--- config.mk ---
export PLATFORM = sky130hd
export DESIGN_NAME = key_switch_reader
export DESIGN_NICKNAME = d
export VERILOG_FILES = /design/src/rtl/key_switch_pkg.sv /design/src/rtl/input_debouncer.sv /design/src/rtl/key_switch_reader.sv
export SDC_FILE = /design/constraint.sdc
export NUM_CORES = 1
export LEC_CHECK = 0
export BUFFER_PORTS_ARGS = -buffer_cell sky130_fd_sc_hd__buf_4
export CORE_MARGIN = 1
export CORE_UTILIZATION = 35
export CTS_BUF_LIST = sky130_fd_sc_hd__clkbuf_8
export DETAILED_ROUTE_END_ITERATION = 8
export MAX_ROUTING_LAYER = met4
export PLACE_DENSITY = 0.6
export RECOVER_POWER = 100
export REMOVE_ABC_BUFFERS = 1
export SLEW_MARGIN = 20
export SYNTH_ARGS = -nofsm -noshare
export SYNTH_HDL_FRONTEND = slang
export SYNTH_SLANG_ARGS = --single-unit
--- constraint.sdc ---
create_clock -name clk_50Mhz -period 3 [get_ports clk_50Mhz]
set_clock_uncertainty 0.1 [all_clocks]
set_input_delay 0.3 -clock clk_50Mhz [delete_from_list [all_inputs] [get_ports clk_50Mhz]]
set_output_delay 0.3 -clock clk_50Mhz [all_outputs]
set_load 0.1 [all_outputs]
--- src/rtl/key_switch_pkg.sv ---
// ---------------------------------------------------------------------------
// key_switch_pkg
//   Shared definitions for the key/switch reader peripheral: Avalon word
//   addresses of the register map and the bus data width.
// ---------------------------------------------------------------------------
package key_switch_pkg;

    localparam int BUS_W = 32;

    typedef logic [1:0] reg_addr_t;

    localparam reg_addr_t REG_DATA = 2'd0;  // debounced state, read-only
    localparam reg_addr_t REG_EDGE = 2'd1;  // sticky press flags, write-1-to-clear
    localparam reg_addr_t REG_MASK = 2'd2;  // per-input IRQ enable
    localparam reg_addr_t REG_RSVD = 2'd3;  // reserved, reads 0

endpackage

--- src/rtl/input_debouncer.sv ---
// ---------------------------------------------------------------------------
// input_debouncer
//   One raw pin: 2-flop synchroniser, polarity normalisation (1 = pressed),
//   and a hold counter that accepts a new level only after it has been seen
//   for DEBOUNCE_CYCLES consecutive cycles.
// Ports
//   i_clk     system clock
//   i_rst     asynchronous active-high reset
//   i_raw     asynchronous pin input
//   o_stable  debounced level, 1 = pressed
//   o_press   one-cycle pulse on the cycle the stable level will go 0->1
// ---------------------------------------------------------------------------
module input_debouncer #(
    parameter int DEBOUNCE_CYCLES = 500000,
    parameter int ACTIVE_LOW      = 1
) (
    input  logic i_clk,
    input  logic i_rst,
    input  logic i_raw,
    output logic o_stable,
    output logic o_press
);

    localparam int   CNT_W    = $clog2(DEBOUNCE_CYCLES + 1);
    localparam logic IDLE_LVL = (ACTIVE_LOW != 0);
    localparam logic [CNT_W-1:0] CNT_LAST = CNT_W'(DEBOUNCE_CYCLES - 1);

    logic             r_sync1;
    logic             r_sync2;
    logic [CNT_W-1:0] r_cnt;
    logic             r_stable;
    logic             w_s;
    logic             w_accept;

    assign w_s      = (ACTIVE_LOW != 0) ? ~r_sync2 : r_sync2;
    // New level has been held long enough: stable takes it on this edge.
    assign w_accept = (w_s != r_stable) && (r_cnt == CNT_LAST);
    assign o_press  = w_accept && w_s;
    assign o_stable = r_stable;

    // Synchroniser flops reset to the idle pin level so the first sampled
    // value after reset is "not pressed" and no edge is fabricated.
    always_ff @(posedge i_clk or posedge i_rst) begin
        if (i_rst) begin
            r_sync1 <= IDLE_LVL;
            r_sync2 <= IDLE_LVL;
        end else begin
            r_sync1 <= i_raw;
            r_sync2 <= r_sync1;
        end
    end

    always_ff @(posedge i_clk or posedge i_rst) begin
        if (i_rst) begin
            r_cnt    <= '0;
            r_stable <= 1'b0;
        end else if (w_s == r_stable) begin
            // Any return to the stable level restarts the hold count.
            r_cnt <= '0;
        end else if (w_accept) begin
            r_stable <= w_s;
            r_cnt    <= '0;
        end else begin
            r_cnt <= r_cnt + 1'b1;
        end
    end

endmodule

--- src/rtl/key_switch_reader.sv ---
// ---------------------------------------------------------------------------
// key_switch_reader
//   Avalon-MM read-side peripheral for push-buttons / slide switches.
//   Debounces N_INPUTS raw pins, exposes the debounced state, latches press
//   events in a sticky W1C register and raises a maskable level interrupt.
// Ports
//   clk_50Mhz  system clock
//   reset      asynchronous active-high reset
//   address    Avalon word address (0 DATA, 1 EDGE, 2 MASK, 3 reserved)
//   read       Avalon read strobe
//   write      Avalon write strobe
//   writedata  Avalon write data
//   readdata   Avalon read data, fixed read latency 1, 0 when not reading
//   irq        level interrupt, |(EDGE & MASK), registered
//   raw_in     asynchronous pin inputs
// ---------------------------------------------------------------------------
module key_switch_reader
    import key_switch_pkg::*;
#(
    parameter int N_INPUTS        = 4,
    parameter int DEBOUNCE_CYCLES = 500000,
    parameter int ACTIVE_LOW      = 1
) (
    input  logic                clk_50Mhz,
    input  logic                reset,
    input  logic [1:0]          address,
    input  logic                read,
    input  logic                write,
    input  logic [BUS_W-1:0]    writedata,
    output logic [BUS_W-1:0]    readdata,
    output logic                irq,
    input  logic [N_INPUTS-1:0] raw_in
);

    logic [N_INPUTS-1:0] w_stable;
    logic [N_INPUTS-1:0] w_press;
    logic [N_INPUTS-1:0] w_w1c;
    logic [N_INPUTS-1:0] w_edge_next;
    logic [BUS_W-1:0]    w_rd_mux;
    logic [N_INPUTS-1:0] r_edge;
    logic [N_INPUTS-1:0] r_mask;

    for (genvar g = 0; g < N_INPUTS; g++) begin : g_deb
        input_debouncer #(
            .DEBOUNCE_CYCLES (DEBOUNCE_CYCLES),
            .ACTIVE_LOW      (ACTIVE_LOW)
        ) u_deb (
            .i_clk    (clk_50Mhz),
            .i_rst    (reset),
            .i_raw    (raw_in[g]),
            .o_stable (w_stable[g]),
            .o_press  (w_press[g])
        );
    end

    if (N_INPUTS < BUS_W) begin : g_unused
        logic w_unused_wdata;
        assign w_unused_wdata = ^writedata[BUS_W-1:N_INPUTS];
    end

    assign w_w1c = (write && (address == REG_EDGE)) ? writedata[N_INPUTS-1:0] : '0;
    // Clear first, then OR in new presses so a press landing on the same
    // cycle as its clear is not lost.
    assign w_edge_next = (r_edge & ~w_w1c) | w_press;

    always_comb begin
        w_rd_mux = '0;
        case (address)
            REG_DATA: w_rd_mux[N_INPUTS-1:0] = w_stable;
            REG_EDGE: w_rd_mux[N_INPUTS-1:0] = r_edge;
            REG_MASK: w_rd_mux[N_INPUTS-1:0] = r_mask;
            default:  w_rd_mux = '0;
        endcase
    end

    always_ff @(posedge clk_50Mhz or posedge reset) begin
        if (reset) begin
            readdata <= '0;
            r_edge   <= '0;
            r_mask   <= '0;
            irq      <= 1'b0;
        end else begin
            // The mux sees pre-write register values, so a read paired with
            // a write returns the old contents.
            readdata <= read ? w_rd_mux : '0;
            r_edge   <= w_edge_next;
            if (write && (address == REG_MASK)) begin
                r_mask <= writedata[N_INPUTS-1:0];
            end
            irq <= |(r_edge & r_mask);
        end
    end

endmodule
# Word level (Yosys, flattened, before mapping)
# Cells that the tools add are included.
# classes
bitwise	12
addsub	4
n_reduce_logical	16
n_mux	11
n_eq_ne	14
# ops
op	n
$mux W19	8
$add A19 B1 Y19 const B	4
$eq A19 B19 Y1 const B	4
$pmux W4 S3	1
$logic_and A1 B1 Y1	10
$and A4 B4 Y4	2
$mux W4	2
$not A1 Y1	8
$reduce_and A2 Y1	4
$eq A1 B1 Y1	4
$ne A1 B1 Y1	4
$not A4 Y4	1
$or A4 B4 Y4	1
$reduce_or A4 Y1	1
$eq A2 B1 Y1 const B	1
$eq A2 B2 Y1 const B	1
$logic_not A2 Y1	1
# word_totals
reg_bits	101
output_inout_bits	33
inputBits	42

# Longest topological paths before layout
# logic_depth
depth_word	6
ltp_mapped	7
mapped_depth_nobuf	5

# By module
# Synthesis repeated with hierarchy kept, for this count alone.
# unflattened
cells_unflattened	495
area_unflattened_um2	5212.5
# by_module_without_submodules
module	seq_area_each_um2	instances	area_each_um2	cells_per_inst
input_debouncer at g_deb[1].u_deb ...	553.0	3	1096.1	102
input_debouncer at g_deb[0].u_deb	553.0	1	1089.8	111
key_switch_reader	325.3	1	834.6	78

# Worst setup path before layout
# OpenSTA, ideal clock, no wires.
# synth_path
path_type	register -> register
start	reg g_deb[0].u_deb.r_cnt[0]
end	reg g_deb[0].u_deb.r_cnt[10]
path_stages_with_launch	8
path_slack_ns	1.007
path_buffers	2
arrival_ns	1.772
setup_ns	0.121
path_cell_list	dfrtp_1 ha_1 and4_1 clkbuf_1 nand3_1 o31ai_2 buf_2 nor2_1
# synth_between
elab_chain_len	4
word_cells_on_any_way	5
cone_classes	1 x add/sub; 1 x eq/ne; 2 x mux; 1 x reduce/logical
# synth_lines
item	line_no	rtl
from (decl)	input_debouncer.sv:30	logic [CNT_W-1:0] r_cnt;
from (signal assigned)	input_debouncer.sv:64	r_cnt <= r_cnt + 1'b1;
parallel branches: the longest is 2 deep, another holds $add A19 B1 Y19	-	
$mux W19 (*)	input_debouncer.sv:60	end else if (w_accept) begin
$mux W19 (*)	input_debouncer.sv:57	end else if (w_s == r_stable) begin
# Mark *: on every way between the ends.
# A chain may end at the register's enable or synchronous reset.

# Worst setup path after layout
# Same ends and word-level chain as after synthesis.

==> results.ini <==
[synthesis]
async_reset_ff_share_pct=100
ys.flop_type=dfrtp_1
ys_seq_elements=101
ys_seq_area_share_pct=50.8
synth_simple_gate_area_share_pct=22.7
yosys.area.top_type=dfrtp_1
synth_edf_count=0
synth_xor_xnor_area_share_pct=8.42
synth_area_leaders=dfrtp_1 (47%), xnor2_1 (5.1%), buf_4 (4.2%)
synthCells=498
synth_top_area_share_pct=46.6
synth_mux_area_share_pct=1.00
synth_fa_ha_area_share_pct=1.00
syn-cell-area_sq_um=4990
synth_compound_area_share_pct=9.69
syn_avg_cell_area_sq_um=10.0
synth_top_family_by_area=simple AND/OR/NAND/NOR gates
netlist-cell-type-count=39
ys_warn_count=0

[pwr]
p_switching_mw=0.733
ir_drop_mv=0.187
pwr-share-comb_pct=12.0
internal_power_mw=1.76
power.share.switching_pct=29.4
p_per_area_nw_per_um2=462
p_seq_share_pct=57.2
clkPwrFrac_pct=30.8
p_leak_nw=2.19

[finish]
diodes=0
final_layout_size_suffix_gt1_share_pct=8.73
fin_util_pct=38.9
fillCellCount=1394
nNetsFinal=568
areaGrowthSynthToFinish_pct=8.02

[clock_network]
numCtsBuffers=9
clkSlewWorstSetupHoldPaths_ns=0.09
cts_htree_levels=3
cts_tree=done
clock_latency_ns=0.38
cts.sinks=101
cts.path.max_buffers=2
root_buffer=clkbuf_8

[detailed_routing]
post-route-drc-count=0
vias=3550
routed.top_layer=met4
firstDrtPassIters=4
wl_met2_um=4130
via_per_inst=5.02
ant_nets=0
drtIter0Drc=206
wl_met3_um=400
met1Wirelength_um=4480
wl_per_cell_um=12.9
drt-total-wl_um=9110

[timing]
final.setup.tns_ns=0
fmax_mhz=407
setup_ws_ns=0.541
setup_violations=0
slew_headroom_pct=9.27
fin_crit_ns=2.46
tightestPinTransition_ns=1.36
hold_viol=0
rsz0062_at_grt=no
min_period_over_period_pct=82.0
timing_max_transition_violations_final=0

[critical_path]
cp_slowest_cell=o31ai_1
crit_path_max_fanout=11
crit_chain=ha_1 > and4_1 > nand3_1 > o31ai_1 > buf_4 > nor2_1
crit_start=g_deb[0].u_deb.r_cnt[0]$_DFF_PP0_
arrival_ns=2.61
r2r_start=g_deb[0].u_deb.r_cnt[0]$_DFF_PP0_
cpPeakStageDelay_ns=0.77
worst_setup_path_end_kind=flip-flop
crit_path_start_kind=flip-flop
critPathKind=reg -> reg
crit_required_ns=3.16

[placement]
place_hpwl_um=6230
place_congestion=0.812
pre_cts_slack_ns=0.813
portBuffers=18

[floorplan]
die-area_sq_um=14800
ios=75
fp.dieW_um=121
coreArea_sq_um=13900
die_h_um=121
rows=43
start_util_pct=36.0

[global_routing]
grt_overflow=0
grt_pass1_wl_um=15700
antenna_found_initial=0
grt_pass1_vias=3375
grt_start_max_net_pins=102
track_usage_pct=13.9

[worst_hold_path]
hold_start=read
min_path_type=in -> reg

[run]
cap_violations=0

[outcome]
outcome=finished clean

critical path: cells and delay by family (launching register included):
family	cells	cell delay, ns
AO/OA/AOI/OAI	1	0.77
AND/OR/NAND/NOR	3	0.52
flip-flops	1	0.40
buffers and inverters	1	0.32
adder cells (fa/ha/maj)	1	0.22
stage by stage:
stage               power (mW)  hold WS, ns  instance area (sq um)  cells
global route              2.62       0.0373                   5400    707
CTS                       2.55       0.0387                   5450    707
finish                    2.49       0.0571                   5400    707
detailed placement        1.76        0.249                   5230    686
global placement          1.76        0.247                   5230    686
floorplan                 1.70        0.204                   4840    486
layout by cell type, fill, tap and decap left out, types with 2 or more instances in the layout:
cell type,netlist,final
mux2i_1,5,5
dfstp_2,8,8
nor2_1,49,49
clkbuf_1,6,7
and4_1,8,8
inv_1,15,16
dlygate4sd3_1,0,5
conb_1,1,28
dfrtp_1,93,93
or3_1,16,16
a22oi_1,2,2
xor2_1,19,19
or3_2,3,3
nor4_1,10,10
or4b_1,3,3
nand2_1,34,34
a21oi_1,24,24
clkbuf_8,0,10
and3_1,8,8
ha_1,4,4
nand3b_1,2,2
or4_1,12,12
nand3_1,27,27
nor2b_1,3,3
buf_4,28,8
nand4_1,16,16
o31ai_4,3,2
and2_0,0,7
o21ai_0,29,29
clkbuf_4,0,5
clkinv_2,0,3
xnor2_1,29,29
o31ai_1,17,18
nor3_1,4,4
timing repair:
action                                 CTS  global route
gates resized for setup                  0             0
endpoints found under the hold margin   97             0
hold buffers                             5             0
buffers inserted                         0             0
cell usage after synthesis (all sizes together) (15+ instances only):
master   n
dfrtp   93
nor2    49
nand2   34
buf     33
o21ai   29
xnor2   29
nand3   28
a21oi   24
o31ai   21
or3     19
xor2    19
nand4   17
inv     15
power groups by stage:
stage,clock [mW],sequential (mW),combinational [mW]
floorplan,0,1.47,0.227
global placement,0,1.45,0.304
detailed placement,0,1.45,0.306
CTS,0.810,1.43,0.312
global route,0.862,1.43,0.322
finish,0.767,1.43,0.299
final cells by class:
type | instances | area (sq um) | share of cell area (%)
clock inverter | 6 | 31.3 | 0.580
clock buffer | 10 | 138 | 2.55
tap | 180 | 225 | 4.17
timing repair buffer | 25 | 174 | 3.22
sequential | 101 | 2540 | 47.0
inverter | 15 | 58.8 | 1.09
multi-input combinational | 370 | 2230 | 41.3
path summary, 6_finish.rpt:
kind | to | slack (ns) | cells past startpoint
max in group asynchronous | g_deb[0].u_deb.r_cnt[9]$_DFF_PP0_ | 1.09 | 4
worst min-delay path | readdata[1]$_DFF_PP0_ | 0.06 | 2
min in group asynchronous | g_deb[3].u_deb.r_cnt[17]$_DFF_PP0_ | 0.84 | 4
worst max-delay path | g_deb[0].u_deb.r_cnt[10]$_DFF_PP0_ | 0.54 | 6
worst min register to register | g_deb[1].u_deb.r_sync2$_DFF_PP1_ | 0.26 | 0
worst max register to register | g_deb[0].u_deb.r_cnt[10]$_DFF_PP0_ | 0.54 | 6
flip-flops by register name (all words and copies together), names as in the netlist:
register	count
g_deb.u_deb.r_cnt	76
g_deb.u_deb.o_stable	4
g_deb.u_deb.r_sync1	4
g_deb.u_deb.r_sync2	4
r_edge	4
r_mask	4
readdata	4
irq	1
layer usage:
metal | up-vias | global-route usage (%)
li1 | 1761 | -
met1 | 1719 | 17.9
met2 | 61 | 20.8
met3 | 9 | 4.56
met4 | 0 | 4.01
met5 | - | -
cells by family (layout without fill, tap and decap cells):
kind of cell / count (synthesis) / count (layout)
AND/OR/NAND/NOR: 209 / 209
XOR/XNOR: 48 / 48
multiplexers: 5 / 5
other: 1 / 28
adder cells (fa/ha/maj): 4 / 4
buffers and inverters: 54 / 56
flip-flops: 101 / 101
AO/OA/AOI/OAI: 76 / 76
Note: power is estimated with default switching activity, not from simulation.
